==> src/rtl/seg_pkg.sv <==
// Shared constants, types and the segment lookup for the seven-segment display path.
package seg_pkg;

   localparam int unsigned NUM_DIGITS = 8;
   localparam int unsigned BCD_DIGITS = 10;
   localparam int unsigned NIB_W      = 4;
   localparam int unsigned DATA_W     = NUM_DIGITS * NIB_W;
   localparam int unsigned BCD_W      = BCD_DIGITS * NIB_W;
   localparam int unsigned RADIX_W    = 5;
   localparam int unsigned CNT_W      = $clog2(DATA_W);
   localparam int unsigned SEG_W      = 7;

   localparam logic [RADIX_W-1:0] RADIX_DEC     = 5'd10;
   localparam logic [RADIX_W-1:0] RADIX_HEX     = 5'd16;
   localparam logic [NIB_W-1:0]   SEG_MINUS_NIB = 4'hF;

   // Active-high segment patterns, bit order {g,f,e,d,c,b,a}
   localparam logic [SEG_W-1:0] SEG_BLANK = 7'b000_0000;
   localparam logic [SEG_W-1:0] SEG_DASH  = 7'b100_0000;

   typedef enum logic [1:0] {
      ST_IDLE,
      ST_CONV,
      ST_FORMAT
   } fmt_state_e;

   typedef struct packed {
      logic [DATA_W-1:0]  din;
      logic [RADIX_W-1:0] radix;
      logic               in_signed;
   } fmt_req_t;

   // Nibble-to-segment map used by the decoder; 4'hF is a dash in decimal mode.
   function automatic logic [SEG_W-1:0] nib_to_seg(input logic [NIB_W-1:0] nib,
                                                   input logic [RADIX_W-1:0] radix);
      logic [SEG_W-1:0] seg;
      seg = SEG_BLANK;
      case (nib)
         4'h0: seg = 7'b011_1111;
         4'h1: seg = 7'b000_0110;
         4'h2: seg = 7'b101_1011;
         4'h3: seg = 7'b100_1111;
         4'h4: seg = 7'b110_0110;
         4'h5: seg = 7'b110_1101;
         4'h6: seg = 7'b111_1101;
         4'h7: seg = 7'b000_0111;
         4'h8: seg = 7'b111_1111;
         4'h9: seg = 7'b110_1111;
         4'hA: seg = 7'b111_0111;
         4'hB: seg = 7'b111_1100;
         4'hC: seg = 7'b011_1001;
         4'hD: seg = 7'b101_1110;
         4'hE: seg = 7'b111_1001;
         default: seg = (radix == RADIX_DEC) ? SEG_DASH : 7'b111_0001;
      endcase
      if (radix != RADIX_DEC && radix != RADIX_HEX) seg = SEG_BLANK;
      return seg;
   endfunction

endpackage

==> src/rtl/seg_data_formatter_if.sv <==
// Request/result bundle between the display register and the segment decoder.
interface seg_data_formatter_if;
   import seg_pkg::*;

   logic               start;
   logic [DATA_W-1:0]  din;
   logic [RADIX_W-1:0] radix;
   logic               in_signed;
   logic               busy;
   logic               done;
   logic [DATA_W-1:0]  seg_data;
   logic [RADIX_W-1:0] radix_out;
   logic               ovf;

   modport master (
      output start, din, radix, in_signed,
      input  busy, done, seg_data, radix_out, ovf
   );

   modport slave (
      input  start, din, radix, in_signed,
      output busy, done, seg_data, radix_out, ovf
   );
endinterface

==> src/rtl/bcd_add3_stage.sv <==
// One double-dabble correction step: every BCD digit of 5 or more gets +3 before the shift.
module bcd_add3_stage
   import seg_pkg::*;
(
   input  logic [BCD_W-1:0] bcd,
   output logic [BCD_W-1:0] bcd_adj_c
);

   always_comb begin
      bcd_adj_c = bcd;
      for (int unsigned i = 0; i < BCD_DIGITS; i++) begin
         if (bcd[i*NIB_W +: NIB_W] >= NIB_W'(5))
            bcd_adj_c[i*NIB_W +: NIB_W] = bcd[i*NIB_W +: NIB_W] + NIB_W'(3);
      end
   end

endmodule

==> src/rtl/seg_data_formatter.sv <==
// Formats a 32-bit value as eight hex nibbles or as signed/unsigned decimal BCD
// for the seven-segment decoder.
module seg_data_formatter
   import seg_pkg::*;
(
   input  logic                 clk,
   input  logic                 rst,
   seg_data_formatter_if.slave  bus
);

   localparam logic [CNT_W-1:0] LAST_ITER = CNT_W'(DATA_W - 1);
   localparam int unsigned      NEG_LO    = (NUM_DIGITS - 1) * NIB_W;

   fmt_state_e         state;
   fmt_req_t           req_q;
   logic [DATA_W-1:0]  shreg;
   logic [BCD_W-1:0]   bcd;
   logic [BCD_W-1:0]   bcd_adj_c;
   logic [CNT_W-1:0]   cnt;
   logic               busy_q;
   logic               done_q;
   logic               ovf_q;
   logic [DATA_W-1:0]  seg_q;
   logic [RADIX_W-1:0] radix_q;

   logic [DATA_W-1:0]  mag_c;
   logic               neg_c;
   logic               dec_ovf_c;
   logic [DATA_W-1:0]  dec_word_c;

   bcd_add3_stage u_add3 (
      .bcd       (bcd),
      .bcd_adj_c (bcd_adj_c)
   );

   // Magnitude of the incoming value; 0x80000000 negated stays 2147483648 unsigned.
   always_comb begin
      mag_c = bus.din;
      if (bus.in_signed && bus.din[DATA_W-1])
         mag_c = ~bus.din + DATA_W'(1);
   end

   // Decimal result word: minus sign takes digit 7, overflow shows all dashes.
   always_comb begin
      neg_c      = req_q.in_signed & req_q.din[DATA_W-1];
      dec_ovf_c  = |bcd[BCD_W-1:DATA_W];
      dec_word_c = bcd[DATA_W-1:0];
      if (neg_c) begin
         dec_ovf_c  = |bcd[BCD_W-1:NEG_LO];
         dec_word_c = {SEG_MINUS_NIB, bcd[NEG_LO-1:0]};
      end
      if (dec_ovf_c)
         dec_word_c = '1;
   end

   always_ff @(posedge clk) begin
      if (rst) begin
         state   <= ST_IDLE;
         req_q   <= '0;
         shreg   <= '0;
         bcd     <= '0;
         cnt     <= '0;
         busy_q  <= 1'b0;
         done_q  <= 1'b0;
         ovf_q   <= 1'b0;
         seg_q   <= '0;
         radix_q <= RADIX_HEX;
      end else begin
         done_q <= 1'b0;
         case (state)
            ST_IDLE: begin
               // The done cycle already sits in IDLE; a start there is dropped.
               if (bus.start && !done_q) begin
                  req_q  <= '{din: bus.din, radix: bus.radix, in_signed: bus.in_signed};
                  busy_q <= 1'b1;
                  if (bus.radix == RADIX_DEC) begin
                     shreg <= mag_c;
                     bcd   <= '0;
                     cnt   <= '0;
                     state <= ST_CONV;
                  end else begin
                     state <= ST_FORMAT;
                  end
               end
            end
            ST_CONV: begin
               {bcd, shreg} <= {bcd_adj_c, shreg} << 1;
               cnt          <= cnt + CNT_W'(1);
               if (cnt == LAST_ITER)
                  state <= ST_FORMAT;
            end
            ST_FORMAT: begin
               busy_q <= 1'b0;
               done_q <= 1'b1;
               state  <= ST_IDLE;
               if (req_q.radix == RADIX_DEC) begin
                  seg_q   <= dec_word_c;
                  radix_q <= RADIX_DEC;
                  ovf_q   <= dec_ovf_c;
               end else begin
                  seg_q   <= req_q.din;
                  radix_q <= RADIX_HEX;
                  ovf_q   <= 1'b0;
               end
            end
            default: state <= ST_IDLE;
         endcase
      end
   end

   assign bus.busy      = busy_q;
   assign bus.done      = done_q;
   assign bus.seg_data  = seg_q;
   assign bus.radix_out = radix_q;
   assign bus.ovf       = ovf_q;

endmodule

==> src/flat_wrapper.sv <==
// flat-port wrapper written by rule: the top's interface ports become plain ports
module seg_data_formatter_flat import seg_pkg::*;
  (clk, rst, bus_start, bus_din, bus_radix, bus_in_signed, bus_busy, bus_done, bus_seg_data, bus_radix_out, bus_ovf);
  seg_data_formatter_if bus_i ();
  input  logic clk;
  input  logic rst;
  input wire logic [$bits(bus_i.start)-1:0] bus_start;
  input wire logic [$bits(bus_i.din)-1:0] bus_din;
  input wire logic [$bits(bus_i.radix)-1:0] bus_radix;
  input wire logic [$bits(bus_i.in_signed)-1:0] bus_in_signed;
  output wire logic [$bits(bus_i.busy)-1:0] bus_busy;
  output wire logic [$bits(bus_i.done)-1:0] bus_done;
  output wire logic [$bits(bus_i.seg_data)-1:0] bus_seg_data;
  output wire logic [$bits(bus_i.radix_out)-1:0] bus_radix_out;
  output wire logic [$bits(bus_i.ovf)-1:0] bus_ovf;
  assign bus_i.start = bus_start;
  assign bus_i.din = bus_din;
  assign bus_i.radix = bus_radix;
  assign bus_i.in_signed = bus_in_signed;
  assign bus_busy = bus_i.busy;
  assign bus_done = bus_i.done;
  assign bus_seg_data = bus_i.seg_data;
  assign bus_radix_out = bus_i.radix_out;
  assign bus_ovf = bus_i.ovf;
  seg_data_formatter u_core (.clk(clk), .rst(rst), .bus(bus_i));
endmodule
==> config.mk <==
export PLATFORM = sky130hd
export DESIGN_NAME = seg_data_formatter_flat
export DESIGN_NICKNAME = d
export VERILOG_FILES = /design/src/rtl/seg_pkg.sv /design/src/rtl/seg_data_formatter_if.sv /design/src/rtl/bcd_add3_stage.sv /design/src/rtl/seg_data_formatter.sv /design/src/flat_wrapper.sv
export SDC_FILE = /design/constraint.sdc
export NUM_CORES = 1
export LEC_CHECK = 0
export ABC_AREA = 1
export BUFFER_PORTS_ARGS = -buffer_cell sky130_fd_sc_hd__buf_2
export CAP_MARGIN = 40
export CORE_ASPECT_RATIO = 2
export CORE_MARGIN = 5
export CORE_UTILIZATION = 35
export DETAILED_ROUTE_END_ITERATION = 16
export SYNTH_ARGS = -nofsm -noshare
export SYNTH_HDL_FRONTEND = slang
export SYNTH_SLANG_ARGS = --single-unit
==> constraint.sdc <==
create_clock -name clk -period 2.1 [get_ports clk]
set_clock_uncertainty 0.1 [all_clocks]
set_input_delay 0.315 -clock clk [delete_from_list [all_inputs] [get_ports clk]]
set_output_delay 0.315 -clock clk [all_outputs]
set_load 0.05 [all_outputs]
==> impl_metrics.prom, run 1 <==
# TYPE chip_impl_metric gauge
chip_impl_metric{name="groute.usage.overall",unit=""} 0.183
chip_impl_info{name="critical_path_sink_type",value="flip-flop"} 1
chip_impl_info{name="worst_hold_startpoint",value="bus_radix[2]"} 1
chip_impl_metric{name="number_of_top_level_pins",unit=""} 81
chip_impl_metric{name="layout_area_growth_over_synthesis",unit="%"} 15.9
chip_impl_metric{name="io_buffers",unit=""} 78
chip_impl_info{name="critical_path.startpoint_type",value="flip-flop"} 1
chip_impl_metric{name="hold_violations",unit=""} 0
chip_impl_metric{name="regToRegSetupSlack",unit="ps"} 330
chip_impl_metric{name="drt_wl_cell",unit="um"} 15.6
chip_impl_metric{name="postCtsSetupRepairBufs",unit=""} 0
chip_impl_metric{name="numCtsBuffers",unit=""} 17
chip_impl_metric{name="die_height",unit="um"} 224
chip_impl_metric{name="yosys.cell_types.count",unit=""} 35
chip_impl_metric{name="synth_warnings",unit=""} 0
chip_impl_metric{name="insertedDiodeCount",unit=""} 0
chip_impl_metric{name="post-route-period-util",unit=""} 0.842
chip_impl_metric{name="drc_errors",unit=""} 0
chip_impl_metric{name="number_of_vias_in_the_routed_layout",unit=""} 7737
chip_impl_metric{name="worst_skew_pair.late_latency",unit="ps"} 430
chip_impl_metric{name="cts_htree_levels",unit=""} 4
chip_impl_metric{name="tritoncts_num_sinks",unit=""} 154
chip_impl_info{name="cts_tree",value="done"} 1
chip_impl_metric{name="ir_drop",unit="mV"} 0.502
chip_impl_metric{name="globalRouteOverflowTotal",unit=""} 0
chip_impl_metric{name="drt_pass1_iterations",unit=""} 7
chip_impl_metric{name="layout-drive-gt1-share",unit=""} 0.122
chip_impl_metric{name="stdcell_count",unit=""} 1504
chip_impl_info{name="worstHoldPathType",value="input pin to flip-flop"} 1
chip_impl_metric{name="worst_hold_path.num_cells",unit=""} 3
chip_impl_metric{name="synth_sequential_area_ratio",unit=""} 0.386
chip_impl_metric{name="fp.dieArea",unit="um2"} 26100
chip_impl_metric{name="floorplan.rows",unit=""} 78
chip_impl_metric{name="final_critical_path_setup_slack",unit="ps"} 332
chip_impl_metric{name="r2r_cells",unit=""} 7
chip_impl_metric{name="timing_worst_slew_pin_value",unit="ps"} 554
chip_impl_metric{name="period_minus_slack",unit="ps"} 1770
chip_impl_info{name="run_status",value="finished, final reports clean"} 1
chip_impl_metric{name="number_of_maximum_capacitance_constraint_violations",unit=""} 0
chip_impl_metric{name="design.core.area",unit="um2"} 22600
chip_impl_metric{name="post_cts_hold_buffer_count",unit=""} 0
chip_impl_metric{name="detailedRoute.firstIterationViolations",unit=""} 440
chip_impl_metric{name="routabilityCongestion",unit=""} 0.921
chip_impl_metric{name="worst_ep_arrival_time",unit="ps"} 1960
chip_impl_metric{name="timing.hold.ws",unit="ps"} 28.7
chip_impl_metric{name="antenna_found_initial",unit=""} 0
chip_impl_metric{name="first_global_vias",unit=""} 7462
chip_impl_metric{name="route.antenna.remaining_nets",unit=""} 0
chip_impl_metric{name="avg_vias_per_cell",unit=""} 5.14
chip_impl_metric{name="max_freq",unit="MHz"} 566
chip_impl_metric{name="synth-seq-cells",unit=""} 154
chip_impl_info{name="worstReg2RegStart",value="u_core.state[1]$_SDFFE_PP0P_"} 1
chip_impl_metric{name="max_slew_margin_vs_limit",unit=""} 0.631
chip_impl_metric{name="cts_max_path_buffers",unit=""} 2
chip_impl_metric{name="clk_transition_reported_paths",unit="ps"} 70
chip_impl_metric{name="pre_cts_ws",unit="ps"} 134
chip_impl_metric{name="utilization",unit=""} 0.409
chip_impl_metric{name="crit_fanout",unit=""} 28
chip_impl_info{name="worstHoldEndpoint",value="u_core.req_q[3]$_SDFFE_PP0P_"} 1
chip_impl_metric{name="grt_first_pass_wirelength",unit="um"} 37700
chip_impl_metric{name="post_synth_instance_area",unit="um2"} 7990
chip_impl_metric{name="drv_slew",unit=""} 0
chip_impl_metric{name="setup_total_negative_slack",unit="ps"} 0
chip_impl_metric{name="power_density",unit="nW/um2"} 799
chip_impl_info{name="worst-setup-path-type",value="flip-flop to flip-flop"} 1
chip_impl_metric{name="number_of_endpoints_failing_setup_at_the_final_stage",unit=""} 0
chip_impl_info{name="cts_root_buffer",value="sky130_fd_sc_hd__clkbuf_16"} 1
chip_impl_metric{name="finalNetCount",unit=""} 1279
chip_impl_info{name="rsz0062_at_grt",value="no"} 1
chip_impl_metric{name="placed_cells",unit=""} 1473
chip_impl_metric{name="initial_utilization",unit=""} 0.353
chip_impl_metric{name="grt_start_max_net_pins",unit=""} 107
chip_impl_info{name="worst_r2r_endpoint",value="u_core.shreg[13]$_SDFFE_PP0P_"} 1
chip_impl_metric{name="post_cts_resized",unit=""} 0
chip_impl_metric{name="die_w",unit="um"} 117
chip_impl_metric{name="synthesis.instances",unit=""} 1156
chip_impl_metric{name="p_leak",unit="nW"} 3.66
chip_impl_metric{name="detailedPlacementHpwl",unit="um"} 17200
chip_impl_metric{name="postRouteWirelength",unit="um"} 23500
chip_impl_metric{name="crit_path_required_time",unit="ps"} 2290
chip_impl_metric{name="syn_avg_cell_area",unit="um2"} 6.91
-- layout make-up --
class	instances	area, um2
clock buffer	19	443
clock inverter	12	221
fill	2397	13400
inverter	101	384
multi-input combinational	837	4170
sequential	154	3080
tap	280	350
timing repair buffer	101	616
-- synthesized netlist by cell type, drive strengths merged --
master	instances	area share
o21bai	1	0.00094
inv	99	0.047
o21a	14	0.013
dfxtp	154	0.39
o21ai	100	0.063
nor2	111	0.056
nand3	64	0.041
a211oi	1	0.00094
clkbuf	28	0.013
a22oi	2	0.0019
xor2	12	0.013
clkinv	2	0.0013
buf	37	0.032
o31ai	1	0.00094
nor3b	1	0.00094
a31oi	4	0.0031
o211ai	13	0.012
xnor2	2	0.0022
or2	1	0.00078
a21oi	119	0.075
a41oi	30	0.033
nor3	6	0.0038
conb	1	0.00047
ha	26	0.041
nand4	12	0.0094
nand2	315	0.15
-- cells by family after synthesis --
logic type      Yosys count  share of synthesized area
flops                   154                      0.386
simple gates            510                      0.261
compound gates          285                      0.203
xor+xnor                 14                     0.0153
fa+ha+maj                26                     0.0407
buf+inv                 166                     0.0939
other cells               1                   0.000469
-- power breakdown --
part	leakage [nW]	internal (mW)	switching, mW
Clock	0.315	2.25	1.25
Combinational	2.09	0.232	0.557
Sequential	1.25	3.04	0.0668
-- registers in the layout (all words and copies together) (netlist names) --
name / count
u_core.bcd: 40
u_core.bus.seg_data: 32
u_core.bus.ovf: 1
u_core.req_q: 38
u_core.bus.done: 1
u_core.bus.radix_out: 2
u_core.shreg: 32
u_core.cnt: 5
u_core.bus.busy: 1
u_core.state: 2
-- worst max path at each step --
| stage | endpoint | cells after the start | from |
|---|---|---|---|
| after detailed placement | u_core.shreg[24]$_SDFFE_PP0P_ | 12 | bus_din[0] |
| after CTS | u_core.bus.seg_data[16]$_SDFFE_PP0P_ | 7 | u_core.req_q[3]$_SDFFE_PP0P_ |
| after global routing | u_core.shreg[23]$_SDFFE_PP0P_ | 8 | u_core.bus.done$_SDFF_PP0_ |
| after floorplan | u_core.shreg[14]$_SDFFE_PP0P_ | 8 | u_core.bus.done$_SDFF_PP0_ |
| final | u_core.shreg[13]$_SDFFE_PP0P_ | 7 | u_core.state[1]$_SDFFE_PP0P_ |
| after global placement | u_core.shreg[24]$_SDFFE_PP0P_ | 12 | bus_din[0] |
-- stage by stage --
stage | cell area [um2] | total power, mW
2_1_floorplan | 8000 | 3.72
3_3_place_gp | 8600 | 3.96
3_5_place_dp | 8600 | 3.96
4_1_cts | 9260 | 7.46
5_1_grt | 9260 | 7.68
6_report | 9260 | 7.40
-- critical path: stages, from the launching register on --
cell	delay, ps
sky130_fd_sc_hd__dfxtp_1	360
sky130_fd_sc_hd__nor2_1	170
sky130_fd_sc_hd__nand2_1	100
sky130_fd_sc_hd__nand2_2	120
sky130_fd_sc_hd__clkinv_2	370
sky130_fd_sc_hd__o21a_1	230
sky130_fd_sc_hd__o21ai_0	70
sky130_fd_sc_hd__a21oi_1	90
-- metal layers --
layer | track usage | up-vias | wire length (um)
met5 | 0 | - | 0
met4 | 0.102 | 0 | 1180
met3 | 0.0397 | 68 | 845
met2 | 0.324 | 173 | 12300
met1 | 0.196 | 3562 | 9160
li1 | - | 3934 | -
-- layout by cell type, fill, tap and decap left out, types with 2 or more instances in the layout --
cell type                    instances
sky130_fd_sc_hd__a21oi_1           119
sky130_fd_sc_hd__a22oi_1             2
sky130_fd_sc_hd__a31oi_1             4
sky130_fd_sc_hd__a41oi_1            30
sky130_fd_sc_hd__buf_12              4
sky130_fd_sc_hd__buf_2              77
sky130_fd_sc_hd__buf_4              20
sky130_fd_sc_hd__bufinv_16           6
sky130_fd_sc_hd__clkbuf_16          17
sky130_fd_sc_hd__clkinv_2            4
sky130_fd_sc_hd__clkinvlp_4          3
sky130_fd_sc_hd__conb_1              2
sky130_fd_sc_hd__dfxtp_1           154
sky130_fd_sc_hd__ha_1               26
sky130_fd_sc_hd__inv_1              94
sky130_fd_sc_hd__inv_2               4
sky130_fd_sc_hd__nand2_1           310
sky130_fd_sc_hd__nand2_2             5
sky130_fd_sc_hd__nand3_1            63
sky130_fd_sc_hd__nand4_1            12
sky130_fd_sc_hd__nor2_1            107
sky130_fd_sc_hd__nor2_4              4
sky130_fd_sc_hd__nor3_1              6
sky130_fd_sc_hd__o211ai_1           13
sky130_fd_sc_hd__o21a_1             14
sky130_fd_sc_hd__o21ai_0            95
sky130_fd_sc_hd__o21ai_1             5
sky130_fd_sc_hd__xnor2_1             2
sky130_fd_sc_hd__xor2_1             12
Note: power is estimated with default switching activity, not from simulation.
==> run 2: changes to the inputs <==
--- a/config.mk
+++ b/config.mk
@@ -5,7 +5,7 @@
 export SDC_FILE = /design/constraint.sdc
 export NUM_CORES = 1
 export LEC_CHECK = 0
-export ABC_AREA = 1
+export ABC_AREA = 0
 export BUFFER_PORTS_ARGS = -buffer_cell sky130_fd_sc_hd__buf_2
 export CAP_MARGIN = 40
 export CORE_ASPECT_RATIO = 2
==> constraint.sdc (replaced) <==
create_clock -name clk -period 1.46 [get_ports clk]
set_clock_uncertainty 0.1 [all_clocks]
set_input_delay 0.219 -clock clk [delete_from_list [all_inputs] [get_ports clk]]
set_output_delay 0.219 -clock clk [all_outputs]
set_load 0.05 [all_outputs]
==> run 2 against run 1 <==
The run now ends with negative setup slack left. Utilization is 20 points higher. Worst hold slack gained 6.5 ps. Area after synthesis fell by 4.2%. Register-to-register slack got worse by 710 ps. Synthesized cell count down 18%. Cell count is 1.3% higher. Non-clock buffer count is 234 higher. Clock power is 41% higher. Largest cell class unchanged.
==> impl_metrics.prom, run 2 <==
# TYPE chip_impl_metric gauge
chip_impl_info{name="most_frequent_cell_after_synthesis",value="sky130_fd_sc_hd__dfxtp_1"} 1
chip_impl_metric{name="insertedDiodeCount",unit=""} 0
chip_impl_info{name="cts_tree",value="done"} 1
chip_impl_info{name="largest-register",value="u_core.bcd"} 1
chip_impl_info{name="netlist_top_cells_count",value="sky130_fd_sc_hd__dfxtp_1 (154), sky130_fd_sc_hd__nand2_1 (153), sky130_fd_sc_hd__a21oi_1 (118)"} 1
chip_impl_metric{name="route.antenna.remaining_nets",unit=""} 0
chip_impl_metric{name="worst_skew_pair.late_latency",unit="ps"} 440
chip_impl_metric{name="tritoncts_num_sinks",unit=""} 154
chip_impl_info{name="critical_path.startpoint",value="u_core.bcd[28]$_SDFFE_PP0P_"} 1
chip_impl_metric{name="simple_gate_fraction_of_synth_area",unit=""} 0.201
chip_impl_metric{name="utilization",unit=""} 0.614
chip_impl_metric{name="crit_fanout",unit=""} 6
chip_impl_metric{name="fp.dieArea",unit="um2"} 25100
chip_impl_info{name="cts_root_buffer",value="sky130_fd_sc_hd__clkbuf_16"} 1
chip_impl_info{name="mostFrequentLayoutCell",value="sky130_fd_sc_hd__buf_4"} 1
chip_impl_info{name="synth.top_cells.by_area",value="sky130_fd_sc_hd__dfxtp_1 (40%), sky130_fd_sc_hd__a21oi_1 (7.7%), sky130_fd_sc_hd__nand2_1 (7.5%)"} 1
chip_impl_metric{name="worst_ep_arrival_time",unit="ps"} 2110
chip_impl_metric{name="pre_cts_ws",unit="ps"} -804
chip_impl_metric{name="die_w",unit="um"} 115
chip_impl_info{name="yosys.area.top_type",value="sky130_fd_sc_hd__dfxtp_1"} 1
chip_impl_metric{name="grt_first_pass_wirelength",unit="um"} 44700
chip_impl_metric{name="synth-edff-count",unit=""} 0
chip_impl_metric{name="period_minus_slack",unit="ps"} 1840
chip_impl_metric{name="cts_htree_levels",unit=""} 4
chip_impl_metric{name="number_of_vias_in_the_routed_layout",unit=""} 8837
chip_impl_metric{name="r2r_cells",unit=""} 8
chip_impl_metric{name="synth_warnings",unit=""} 0
chip_impl_info{name="worstReg2RegStart",value="u_core.bcd[28]$_SDFFE_PP0P_"} 1
chip_impl_metric{name="finalNetCount",unit=""} 1305
chip_impl_metric{name="async_reset_ff_frac",unit=""} 0
chip_impl_metric{name="numCtsBuffers",unit=""} 17
chip_impl_metric{name="max_slew_margin_vs_limit",unit=""} 0.615
chip_impl_metric{name="detailedRoute.firstIterationViolations",unit=""} 541
chip_impl_metric{name="drv_slew",unit=""} 0
chip_impl_info{name="critical_path.startpoint_type",value="flip-flop"} 1
chip_impl_metric{name="drc_errors",unit=""} 0
chip_impl_metric{name="yosys.area_share.xor_xnor",unit=""} 0.0435
chip_impl_metric{name="post-route-period-util",unit=""} 1.26
chip_impl_metric{name="grt_start_max_net_pins",unit=""} 39
chip_impl_metric{name="number_of_endpoints_failing_setup_at_the_final_stage",unit=""} 152
chip_impl_metric{name="synthesis.instances",unit=""} 952
chip_impl_metric{name="postRouteWirelength",unit="um"} 33400
chip_impl_info{name="worst-setup-path-type",value="flip-flop to flip-flop"} 1
chip_impl_metric{name="post_synth_instance_area",unit="um2"} 7660
chip_impl_metric{name="synth_compound_gate_area_share",unit=""} 0.253
chip_impl_metric{name="initial_utilization",unit=""} 0.355
chip_impl_metric{name="number_of_top_level_pins",unit=""} 81
chip_impl_metric{name="globalRouteOverflowTotal",unit=""} 0
chip_impl_metric{name="routabilityCongestion",unit=""} 0.908
chip_impl_info{name="worstHoldPathType",value="input pin to flip-flop"} 1
chip_impl_metric{name="yosys-mux-area-fraction",unit=""} 0.00784
chip_impl_metric{name="first_global_vias",unit=""} 8404
chip_impl_metric{name="max_freq",unit="MHz"} 543
chip_impl_metric{name="synth_sequential_area_ratio",unit=""} 0.403
chip_impl_metric{name="synth-seq-cells",unit=""} 154
chip_impl_metric{name="synthDominantCellAreaShare",unit=""} 0.403
chip_impl_metric{name="timing_worst_slew_pin_value",unit="ps"} 577
chip_impl_info{name="synthFlopType",value="sky130_fd_sc_hd__dfxtp_1"} 1
chip_impl_metric{name="layout-drive-gt1-share",unit=""} 0.516
chip_impl_info{name="worst_hold_startpoint",value="bus_din[29]"} 1
chip_impl_info{name="rsz0062_at_grt",value="yes"} 1
chip_impl_info{name="critical_path_sink_type",value="flip-flop"} 1
chip_impl_info{name="run_status",value="finished with violations"} 1
chip_impl_info{name="violations",value="negative setup slack"} 1
chip_impl_metric{name="drt_pass1_iterations",unit=""} 5
chip_impl_metric{name="yosys.cell_types.count",unit=""} 60
chip_impl_metric{name="worst_hold_path.num_cells",unit=""} 3
chip_impl_metric{name="syn_avg_cell_area",unit="um2"} 8.04
chip_impl_metric{name="p_leak",unit="nW"} 5.12
chip_impl_metric{name="ir_drop",unit="mV"} 0.720
chip_impl_metric{name="detailedPlacementHpwl",unit="um"} 19700
chip_impl_metric{name="io_buffers",unit=""} 78
chip_impl_metric{name="drt_wl_cell",unit="um"} 21.9
chip_impl_metric{name="number_of_flip_flops_under_the_largest_register_name",unit=""} 40
chip_impl_metric{name="die_height",unit="um"} 219
chip_impl_metric{name="hold_violations",unit=""} 0
chip_impl_metric{name="crit_path_required_time",unit="ps"} 1730
chip_impl_metric{name="groute.usage.overall",unit=""} 0.231
chip_impl_metric{name="power_density",unit="nW/um2"} 868
chip_impl_metric{name="clk_transition_reported_paths",unit="ps"} 60
chip_impl_info{name="largest_family_of_logic_cells_by_synthesized_area",value="compound AO/OA/AOI/OAI gates"} 1
chip_impl_info{name="mostFrequentLayoutCells",value="sky130_fd_sc_hd__buf_4 (176), sky130_fd_sc_hd__dfxtp_1 (142), sky130_fd_sc_hd__nand2_1 (110)"} 1
chip_impl_metric{name="cts_max_path_buffers",unit=""} 2
chip_impl_metric{name="synth-adder-area-share",unit=""} 0.0425
chip_impl_metric{name="number_of_maximum_capacitance_constraint_violations",unit=""} 0
chip_impl_metric{name="layout_area_growth_over_synthesis",unit="%"} 73.1
chip_impl_metric{name="antenna_found_initial",unit=""} 0
chip_impl_metric{name="design.core.area",unit="um2"} 21600
chip_impl_metric{name="floorplan.rows",unit=""} 76
chip_impl_metric{name="final_critical_path_setup_slack",unit="ps"} -382
chip_impl_metric{name="avg_vias_per_cell",unit=""} 5.80
chip_impl_info{name="biggestRegsByFlops",value="u_core.bcd (40), u_core.req_q (38)"} 1
chip_impl_metric{name="report.power.total",unit="mW"} 11.5
-- run 2: kinds of logic after synthesis --
family / Yosys count
XOR/XNOR: 38
buffers and inverters: 96
flip-flops: 154
adder cells (fa/ha/maj): 26
AND/OR/NAND/NOR: 334
multiplexers: 6
AO/OA/AOI/OAI: 297
other: 1
-- run 2: stage by stage --
stage / cell area (um2) / instances / TNS (ps) / hold WS, ps
global placement: 10000 / 1417 / -33220 / 339
detailed placement: 10000 / 1417 / -34120 / 345
global route: 13300 / 1524 / -45200 / 32.5
finish: 13300 / 1524 / -36980 / 35.2
CTS: 11700 / 1483 / -25390 / 15.8
floorplan: 8200 / 953 / -15460 / 255
-- run 2: what timing repair did --
item                                   CTS  global route
setup endpoints to repair              151           152
setup buffers                           24            46
cloned                                  13             8
gates resized for setup                156           253
hold buffers                             1             0
pin swaps                               47           119
endpoints found under the hold margin    1             0
-- run 2: cell type report --
cell class	instances	area (um2)
multi-input combinational	705	5950
inverter	25	119
clock buffer	23	499
fill	1671	8330
clock inverter	9	156
sequential	154	3110
tap	273	342
timing repair buffer	335	3080
-- run 2: worst paths after layout --
kind / endpoint / slack (ps)
hold reg to reg: u_core.bus.seg_data[11]$_SDFFE_PP0P_ / 350
hold / removal: u_core.req_q[35]$_SDFFE_PP0P_ / 40
setup reg to reg: u_core.bus.seg_data[22]$_SDFFE_PP0P_ / -380
setup / recovery: u_core.bus.seg_data[22]$_SDFFE_PP0P_ / -380
-- run 2: power by group --
group	internal [mW]	switching, mW
combinational	0.939	1.18
clock	3.11	1.83
sequential	4.33	0.117
total	8.38	3.13
-- run 2: layer usage --
metal  routed length [um]  vias to the layer above  global-route usage
met4                 2770                        0               0.156
met5                    0                        -                   0
met2                17800                      372               0.429
met3                 1560                      163              0.0397
li1                     -                     4012                   -
met1                11200                     4290               0.228
-- run 2: critical path, cell delays in order (launching register included) --
cell and delay, ps:
sky130_fd_sc_hd__dfxtp_4 370, sky130_fd_sc_hd__inv_4 40, sky130_fd_sc_hd__ha_4 140, sky130_fd_sc_hd__nor3b_4 140, sky130_fd_sc_hd__o211ai_1 300, sky130_fd_sc_hd__buf_4 250
sky130_fd_sc_hd__clkbuf_16 190, sky130_fd_sc_hd__o221ai_4 90, sky130_fd_sc_hd__a21oi_1 150
